`src/rtl/cavlc_pkg.sv`:
```
// ---------------------------------------------------------------------------
// cavlc_pkg
// Shared widths, types and the debug status encoding for the CAVLC
// bitstream front end (cavlc_bit_window and cavlc_bit_merge).
// No ports; imported with import cavlc_pkg::*.
// ---------------------------------------------------------------------------
package cavlc_pkg;

  localparam int CAVLC_IN_W    = 32;
  localparam int CAVLC_WIN_W   = 32;
  localparam int CAVLC_BUF_W   = 64;
  localparam int CAVLC_SHIFT_W = 5;

  typedef logic [CAVLC_SHIFT_W-1:0] shift_amt_t;
  typedef logic [6:0]               bit_level_t;

  // Fill status of the bit buffer, derived purely from the level count.
  typedef enum logic [1:0] {
    EMPTY  = 2'd0,
    PRIME  = 2'd1,
    ACTIVE = 2'd2,
    FULL   = 2'd3
  } status_e;

  // Maps a valid-bit count onto the status encoding.
  function automatic status_e levelToStatus(input bit_level_t level);
    status_e st;
    if (level == 7'd0) begin
      st = EMPTY;
    end else if (level < 7'd32) begin
      st = PRIME;
    end else if (level == 7'd32) begin
      st = ACTIVE;
    end else begin
      st = FULL;
    end
    return st;
  endfunction

endpackage

```
`src/rtl/cavlc_bit_merge.sv`:
```
// ---------------------------------------------------------------------------
// cavlc_bit_merge
// Combinational buffer update datapath: shifts the buffer left by the
// consumed amount and ORs a new word in at the post-shift fill point.
// Ports:
//   Buf_i      current buffer, valid bits left-aligned from the MSB
//   NumShift_i bits consumed this cycle (already gated to 0 if no shift)
//   Load_i     insert InData_i this cycle
//   InData_i   word to insert, bit 31 earliest
//   Fill_i     fill point after the shift (level minus shift amount)
//   Buf_o      next buffer contents
// ---------------------------------------------------------------------------
module cavlc_bit_merge
  import cavlc_pkg::*;
(
  input  logic [CAVLC_BUF_W-1:0] Buf_i,
  input  shift_amt_t             NumShift_i,
  input  logic                   Load_i,
  input  logic [CAVLC_IN_W-1:0]  InData_i,
  input  bit_level_t             Fill_i,
  output logic [CAVLC_BUF_W-1:0] Buf_o
);

  logic [CAVLC_BUF_W-1:0] shifted;
  logic [CAVLC_BUF_W-1:0] inserted;

  // Bits below the fill point are always zero because a left shift pulls in
  // zeros, so a plain OR is enough to place the new word.
  always_comb begin
    shifted  = Buf_i << NumShift_i;
    inserted = '0;
    if (Load_i) begin
      inserted = {InData_i, {CAVLC_WIN_W{1'b0}}} >> Fill_i;
    end
    Buf_o = shifted | inserted;
  end

endmodule

```
`src/rtl/cavlc_bit_window.sv`:
```
// ---------------------------------------------------------------------------
// cavlc_bit_window
// Bitstream front end of the CAVLC decoder. Buffers 32-bit input words
// MSB-first and presents a 32-bit bit-aligned window to the token and level
// decoders, advancing by NumShift_i bits on each accepted shift request.
//
// Optional feature (macro CAVLC_BITCOUNT_EN): adds ConsumedBits_o, a
// wrapping count of all bits consumed since reset or the last flush.
//
// Ports:
//   Clk                  clock, rising edge
//   nReset               asynchronous active-low reset
//   Flush_i              synchronous clear of all buffered bits
//   InValid_i / InData_i input word handshake (bit 31 earliest)
//   InReady_o            word accepted when InValid_i & InReady_o
//   ShiftEn_i/NumShift_i consume NumShift_i bits (0..31)
//   Window_o             next 32 unconsumed bits, bit 31 oldest
//   BarrelShifterReady_o Window_o fully valid (level >= 32)
//   Level_o              buffered valid bit count, 0..64
//   Status_o             debug status derived from the level
//   ConsumedBits_o       consumed-bit counter (CAVLC_BITCOUNT_EN only)
// ---------------------------------------------------------------------------
module cavlc_bit_window
  import cavlc_pkg::*;
(
  input  logic                   Clk,
  input  logic                   nReset,
  input  logic                   Flush_i,
  input  logic                   InValid_i,
  input  logic [CAVLC_IN_W-1:0]  InData_i,
  output logic                   InReady_o,
  input  logic                   ShiftEn_i,
  input  logic [4:0]             NumShift_i,
  output logic [CAVLC_WIN_W-1:0] Window_o,
  output logic                   BarrelShifterReady_o,
`ifdef CAVLC_BITCOUNT_EN
  output logic [31:0]            ConsumedBits_o,
`endif
  output logic [1:0]             Status_o,
  output logic [6:0]             Level_o
);

  logic [CAVLC_BUF_W-1:0] buf_q;
  logic [CAVLC_BUF_W-1:0] buf_d;
  logic [CAVLC_BUF_W-1:0] mergedBuf;
  bit_level_t             level_q;
  bit_level_t             level_d;
  bit_level_t             fillPoint;
  shift_amt_t             shiftAmt;
  logic                   loadFire;
  logic                   shiftFire;
  status_e                status;

  assign Window_o             = buf_q[CAVLC_BUF_W-1:CAVLC_BUF_W-CAVLC_WIN_W];
  assign BarrelShifterReady_o = (level_q >= 7'd32);
  assign InReady_o            = (level_q <= 7'd32) & ~Flush_i;
  assign Level_o              = level_q;
  assign status               = levelToStatus(level_q);
  assign Status_o             = status;

  assign loadFire  = InValid_i & InReady_o;
  assign shiftFire = ShiftEn_i & BarrelShifterReady_o;
  assign shiftAmt  = shiftFire ? NumShift_i : '0;

  // Shift is applied before the load, so the new word lands at level - n.
  // A load only happens with level <= 32, so the fill point never exceeds 32.
  assign fillPoint = level_q - {2'b00, shiftAmt};

  cavlc_bit_merge uMerge (
    .Buf_i      (buf_q),
    .NumShift_i (shiftAmt),
    .Load_i     (loadFire),
    .InData_i   (InData_i),
    .Fill_i     (fillPoint),
    .Buf_o      (mergedBuf)
  );

  // Flush overrides both the load and the shift.
  always_comb begin
    buf_d   = mergedBuf;
    level_d = fillPoint + (loadFire ? 7'd32 : 7'd0);
    if (Flush_i) begin
      buf_d   = '0;
      level_d = '0;
    end
  end

  always_ff @(posedge Clk or negedge nReset) begin
    if (!nReset) begin
      buf_q   <= '0;
      level_q <= '0;
    end else begin
      buf_q   <= buf_d;
      level_q <= level_d;
    end
  end

`ifdef CAVLC_BITCOUNT_EN
  logic [31:0] consumed_q;
  logic [31:0] consumed_d;

  // Wraps naturally modulo 2^32.
  always_comb begin
    consumed_d = consumed_q + {27'b0, shiftAmt};
    if (Flush_i) begin
      consumed_d = '0;
    end
  end

  always_ff @(posedge Clk or negedge nReset) begin
    if (!nReset) begin
      consumed_q <= '0;
    end else begin
      consumed_q <= consumed_d;
    end
  end

  assign ConsumedBits_o = consumed_q;
`endif

endmodule

```
`config.mk`:
```
export PLATFORM = sky130hd
export DESIGN_NAME = cavlc_bit_window
export DESIGN_NICKNAME = d
export VERILOG_FILES = /design/src/rtl/cavlc_pkg.sv /design/src/rtl/cavlc_bit_merge.sv /design/src/rtl/cavlc_bit_window.sv
export SDC_FILE = /design/constraint.sdc
export NUM_CORES = 1
export LEC_CHECK = 0
export CORE_ASPECT_RATIO = 0.5
export CORE_MARGIN = 2
export CORE_UTILIZATION = 50
export DETAILED_ROUTE_END_ITERATION = 12
export PLACE_DENSITY = 0.71
export SYNTH_ARGS = -nofsm -noshare
export SYNTH_HDL_FRONTEND = slang
export SYNTH_HIERARCHICAL = 1
export SYNTH_SLANG_ARGS = --single-unit
export TNS_END_PERCENT = 30
```
`constraint.sdc`:
```
create_clock -name Clk -period 5.09 [get_ports Clk]
set_input_delay 0.509 -clock Clk [delete_from_list [all_inputs] [get_ports Clk]]
set_output_delay 0.509 -clock Clk [all_outputs]
set_load 0.1 [all_outputs]
```
After elaboration in Yosys (flattened, before gate mapping)
Cells that the tools add are included.
- eq/ne operators: 1
- bitwise gates (word level): 5
- add/subtract/negate cells: 2
- reduce and logical (&&, ||, !) cells: 1
- magnitude comparators: 3
- multiplexer cells: 8
- shift-type cells: 2
- operator list (operator ; count):
    $mux W64 ; 2
    $or A64 B64 Y64 ; 1
    $shl A64 B5 Y64 ; 1
    $shr A64 B7 Y64 ; 1
    $add A7 B6 Y7 ; 1
    $eq A7 B6 Y1 const B ; 1
    $ge A7 B6 Y1 const B ; 1
    $le A7 B6 Y1 const B ; 1
    $logic_not A7 Y1 ; 1
    $lt A7 B6 Y1 const B ; 1
    $mux W7 ; 1
    $sub A7 B5 Y7 ; 1
    $mux W6 ; 1
    $mux W5 ; 1
    $mux W2 ; 2
    $and A1 B1 Y1 ; 3
    $mux W1 ; 1
    $not A1 Y1 ; 1
- flip-flop bits (word level): 71
- word-level logic and storage cells: 24

Depth between registers and ports, before layout
- word-level depth: 8
- mapped depth: 16
- mapped depth without buffers: 14

Cells and area by module
Netlist, hierarchy kept.
- modules (own cells, without submodules) (module ; area each (sq um) ; instances ; cells an instance):
    cavlc_bit_merge ; 6636.4 ; 1 ; 754
    cavlc_bit_window ; 2841.5 ; 1 ; 231

Worst setup path after synthesis
OpenSTA, ideal clock, no wires.
- path type: register -> register
- start point: register level_q[6], in the netlist Level_o[6]
- end point: register buf_q[43]
- cell stages (with the launch flop): 14
- buffers on the path: 2
- clock period less this slack: 4.797 ns
- required time: 4.958 ns
- data arrival time: 4.665 ns
- slack: 0.293 ns
- cells stage by stage: dfrtp_1 or2_2 and3_1 ha_1 inv_1 fa_1 xor2_1 buf_2 clkbuf_1 mux4_2 mux4_2 a32o_1 a211o_1 nor2b_1
- longest elaborated chain between the ends: 8
- elaborated cells between the ends (all ways): 12
- ends and longest elaborated chain (item ; line ; text):
    start: declaration ; cavlc_bit_window.sv:46 ; bit_level_t level_q;
    start signal: assignment ; cavlc_bit_window.sv:94 ; level_q <= level_d;
    $ge A7 B6 Y1 ; cavlc_bit_window.sv:55 ; assign BarrelShifterReady_o = (level_q >= 7'd32);
    net BarrelShifterReady_o ; cavlc_bit_window.sv:35 ; output logic BarrelShifterReady_o,
    $and A1 B1 Y1 ; cavlc_bit_window.sv:62 ; assign shiftFire = ShiftEn_i & BarrelShifterReady_o;
    $mux W5 ; cavlc_bit_window.sv:63 ; assign shiftAmt = shiftFire ? NumShift_i : '0;
    net shiftAmt[0] ; cavlc_bit_window.sv:49 ; shift_amt_t shiftAmt;
    $sub A7 B5 Y7 ; cavlc_bit_window.sv:67 ; assign fillPoint = level_q - {2'b00, shiftAmt};
    net fillPoint[2] ; cavlc_bit_window.sv:48 ; bit_level_t fillPoint;
    $shr A64 B7 Y64 ; cavlc_bit_merge.sv:33 ; inserted = {InData_i, {CAVLC_WIN_W{1'b0}}} >> Fill_i;
    $mux W64 ; cavlc_bit_merge.sv:32 ; if (Load_i) begin
    $or A64 B64 Y64 ; cavlc_bit_merge.sv:35 ; Buf_o = shifted | inserted;
    net mergedBuf[43] ; cavlc_bit_window.sv:45 ; logic [CAVLC_BUF_W-1:0] mergedBuf;
    $mux W64 ; cavlc_bit_window.sv:82 ; if (Flush_i) begin
    net buf_d[43] ; cavlc_bit_window.sv:44 ; logic [CAVLC_BUF_W-1:0] buf_d;
    end signal: assignment ; cavlc_bit_window.sv:93 ; buf_q <= buf_d;
    end: declaration ; cavlc_bit_window.sv:43 ; logic [CAVLC_BUF_W-1:0] buf_q;
The timed path passes the listed nets, and every way through them passes these cells.

Worst setup path in the final report
- start point: register level_q[6], in the netlist Level_o[6]
- end point: register buf_q[28]
- longest elaborated chain between the ends: 8
- elaborated cells between the ends (all ways): 12
- ends and longest elaborated chain (item ; line):
    $ge A7 B6 Y1 ; cavlc_bit_window.sv:55
    $and A1 B1 Y1 ; cavlc_bit_window.sv:62
    $mux W5 ; cavlc_bit_window.sv:63
    net shiftAmt[0] ; cavlc_bit_window.sv:49
    $sub A7 B5 Y7 ; cavlc_bit_window.sv:67
    net fillPoint[0] ; cavlc_bit_window.sv:48
    $shr A64 B7 Y64 ; cavlc_bit_merge.sv:33
    $mux W64 ; cavlc_bit_merge.sv:32
    $or A64 B64 Y64 ; cavlc_bit_merge.sv:35
    net mergedBuf[28] ; cavlc_bit_window.sv:45
    $mux W64 ; cavlc_bit_window.sv:82
    net buf_d[28] ; cavlc_bit_window.sv:44
The timed path passes the listed nets, and every way through them passes these cells.

==> results.py <==
metrics = {
    "floorplan": {
        "initial_utilization_pct": 51.3,
        "die_area_um2": 20100,
        "placement_rows": 35,
        "die_outline_height_um": 101,
        "io_pins": 85,
        "design.core.area_um2": 18500,
        "die_w_um": 199,
    },
    "synth": {
        "synth.distinct_cells": 76,
        "synth_top_area_share_pct": 22.1,
        "synth.yosys.seq_area_share_pct": 18.7,
        "synth_enable_flop_cells": 0,
        "yosys.area_share.simple_pct": 16.3,
        "adder_and_majority_cell_fraction_of_the_synthesized_area_pct": 1.14,
        "yosys.cell_count.top_type": "mux4_2",
        "post_synth_mux_area_share_pct": 38.2,
        "synth.yosys.warnings": 6,
        "synthesis.area_um2": 9480,
        "syn-mean-instance-area_um2": 9.62,
        "ys_ff_latch": 71,
        "async_flop_share_pct": 100,
        "xor_xnor_share_of_the_synthesized_area_pct": 0.554,
        "yosys_most_used_dff": "dfrtp_1",
        "yosys-top-cells-area": "mux4_2 22%, dfrtp_1 19%, mux2i_1 7.5%",
        "post_synth_top_cells": "93 x mux4_2, 81 x nand2_1, 79 x nor2b_1, 71 x dfrtp_1, 71 x mux2i_1",
        "syn_inst": 985,
        "synth_compound_gate_area_share_pct": 17.4,
        "syn-num-nets": 1035,
        "largest_family_of_logic_cells_by_synthesized_area": "multiplexers",
        "post-synth-top-area-cell": "mux4_2",
    },
    "route": {
        "drc": 0,
        "drt_wl_total_mm": 37.9,
        "drt.antenna.violating_nets": 0,
        "drt_iter0_drc": 1446,
        "drt_first_pass_iters": 6,
        "avg_vias_per_cell": 7.22,
        "detailroute.via_count": 9151,
        "detail_route.wl_per_cell_um": 29.9,
    },
    "global_route": {
        "grt.busiest_layer": "met1",
        "first_global_vias": 8565,
        "use_met1_pct": 58.7,
        "grt_antenna_before_repair": 2,
        "grt_first_pass_wirelength_mm": 56.9,
        "grt.met3_usage_pct": 12.7,
        "met2_usage_pct": 52.8,
        "grt_util_all_layers_pct": 38.7,
        "remaining_overflow_grt": 0,
        "largest_net_degree_at_the_start_of_global_routing": 72,
    },
    "clock_tree": {
        "clock_insertion_delay_worst_skew_ps": 360,
        "path_clk_slew_ps": 70,
        "numCtsBuffers": 9,
        "cts_resized": 0,
        "root_buffer": "clkbuf_16",
        "cts_hold_repair.buffers": 0,
        "clock_tree_from_tritoncts": "done",
        "max-clock-path-buffers": 2,
        "clock_sinks": 71,
        "post_cts_buffers": 0,
        "clock_tree.htree_level_count": 3,
    },
    "setup_path": {
        "worstPathRequired_ps": 5300,
        "crit_path_end_kind": "flip-flop",
        "arrival_time_reported_for_the_critical_path_endpoint_ps": 4690,
        "critical_path.startpoint_type": "flip-flop",
        "timing.critical_path.fanout_max": 28,
        "crit_type": "flip-flop to flip-flop",
    },
    "place": {
        "detailedPlacementHpwl_mm": 28.7,
        "dpl-instance-area_um2": 10400,
        "gpl.final_weighted_congestion": 0.981,
        "io_buffers": 84,
    },
    "timing": {
        "period_share_pct": 87.9,
        "achievable-frequency_mhz": 224,
        "post_route_minimum_period_ps": 4470,
        "tightestPinTransition_ps": 995,
        "finClkSkew_ps": 12.7,
        "grt_setup_unrepaired": "no",
        "timing_hold_violations_final": 0,
        "maxSlewHeadroom_pct": 33.5,
        "final.setup.tns_ps": 0,
        "maxSlewViolCount": 0,
        "setup_viol_count_final": 0,
    },
    "hold_path": {
        "min-delay-path-class": "input port to asynchronous set/reset pin",
    },
    "run": {
        "max_cap_violations": 0,
    },
    "final_layout": {
        "post-route-cell-area_um2": 10700,
        "syn2layout_area_growth_pct": 12.6,
        "n_antenna_cell": 0,
        "drive_gt1_share_pct": 23.2,
        "number_of_nets_in_the_layout": 1054,
    },
    "status": {
        "outcome": "finished clean",
    },
}
## sequential cells by signal (all words and copies together), names as in the netlist
signal / cells
Level_o: 7
buf_q: 64
## worst max-delay path: stages (launching register included)
cell     delay [ps]
dfrtp_1         490
or2_2           390
and3_4          210
ha_1            320
inv_2           510
buf_4           340
mux4_2          540
mux2_2          350
a22oi_1         530
nor2_1          100
or3_1           390
nor2b_1         140
## area by class of cell
cell class | instances | area [µm²]
multi-input cells | 773 | 7000
clock inverters | 6 | 68.8
clock buffers | 10 | 239
inverters | 18 | 68.8
well taps | 259 | 324
fillers | 1617 | 7800
flip-flops and latches | 71 | 1780
repair buffers | 131 | 1200
## placed cells by master (no fill, tap or decap), types with 5 or more instances in the layout
cell / n
mux4_2: 93
clkdlybuf4s50_1: 82
nand2_1: 81
nor2b_1: 79
dfrtp_1: 71
mux2i_1: 71
nor2_1: 58
mux2_2: 54
buf_4: 46
o21ai_0: 38
o221ai_1: 21
a21oi_1: 20
nand3_1: 19
o211ai_1: 18
o22ai_1: 18
inv_1: 12
a22oi_1: 11
nor3_1: 10
nand2b_1: 10
and2_1: 9
clkbuf_16: 9
a211oi_1: 9
and3_1: 8
a221o_1: 8
ha_1: 7
o21ai_1: 7
a211o_1: 7
or2_2: 6
o21a_1: 6
a31oi_1: 6
or3_1: 6
mux4_1: 6
o22a_1: 5
o32ai_1: 5
## metal layers
layer,up-vias,part of all wire [%]
li1,3826,-
met1,4527,44
met2,718,39
met3,78,14
met4,2,2.2
met5,-,0.034
## cell families after synthesis
family	after synthesis
muxes	228
AOI/OAI and AO/OA	227
and+or+nand+nor	304
buffers and inverters	141
DFF	71
xor gates and xnor gates	6
adders and majority gates	8
## path summary, 6_finish.rpt
path | start | to | slack (ps) | cells after the start
worst max-delay path | Level_o[6] | buf_q[28] | 620 | 11
worst min-delay path | nReset | Level_o[3] | 380 | 2
worst max register to register | Level_o[6] | buf_q[28] | 620 | 11
worst min register to register | Level_o[0] | Level_o[0] | 780 | 3
min in group Clk | Level_o[0] | Level_o[0] | 780 | 3
max in group asynchronous | nReset | buf_q[42] | 4060 | 2
## stage by stage
stage	utilization [%]	setup slack (ps)	hold WS (ps)	instances
after floorplan	-	293	213	985
after global placement	56.1	612	756	1252
after detailed placement	56.1	542	761	1252
after CTS	57.8	722	434	1268
after global routing	57.8	492	473	1268
final	57.8	617	383	1268
Power is not shown: default switching activity piles up to over one toggle a cycle in this logic, so the estimate is an artifact.
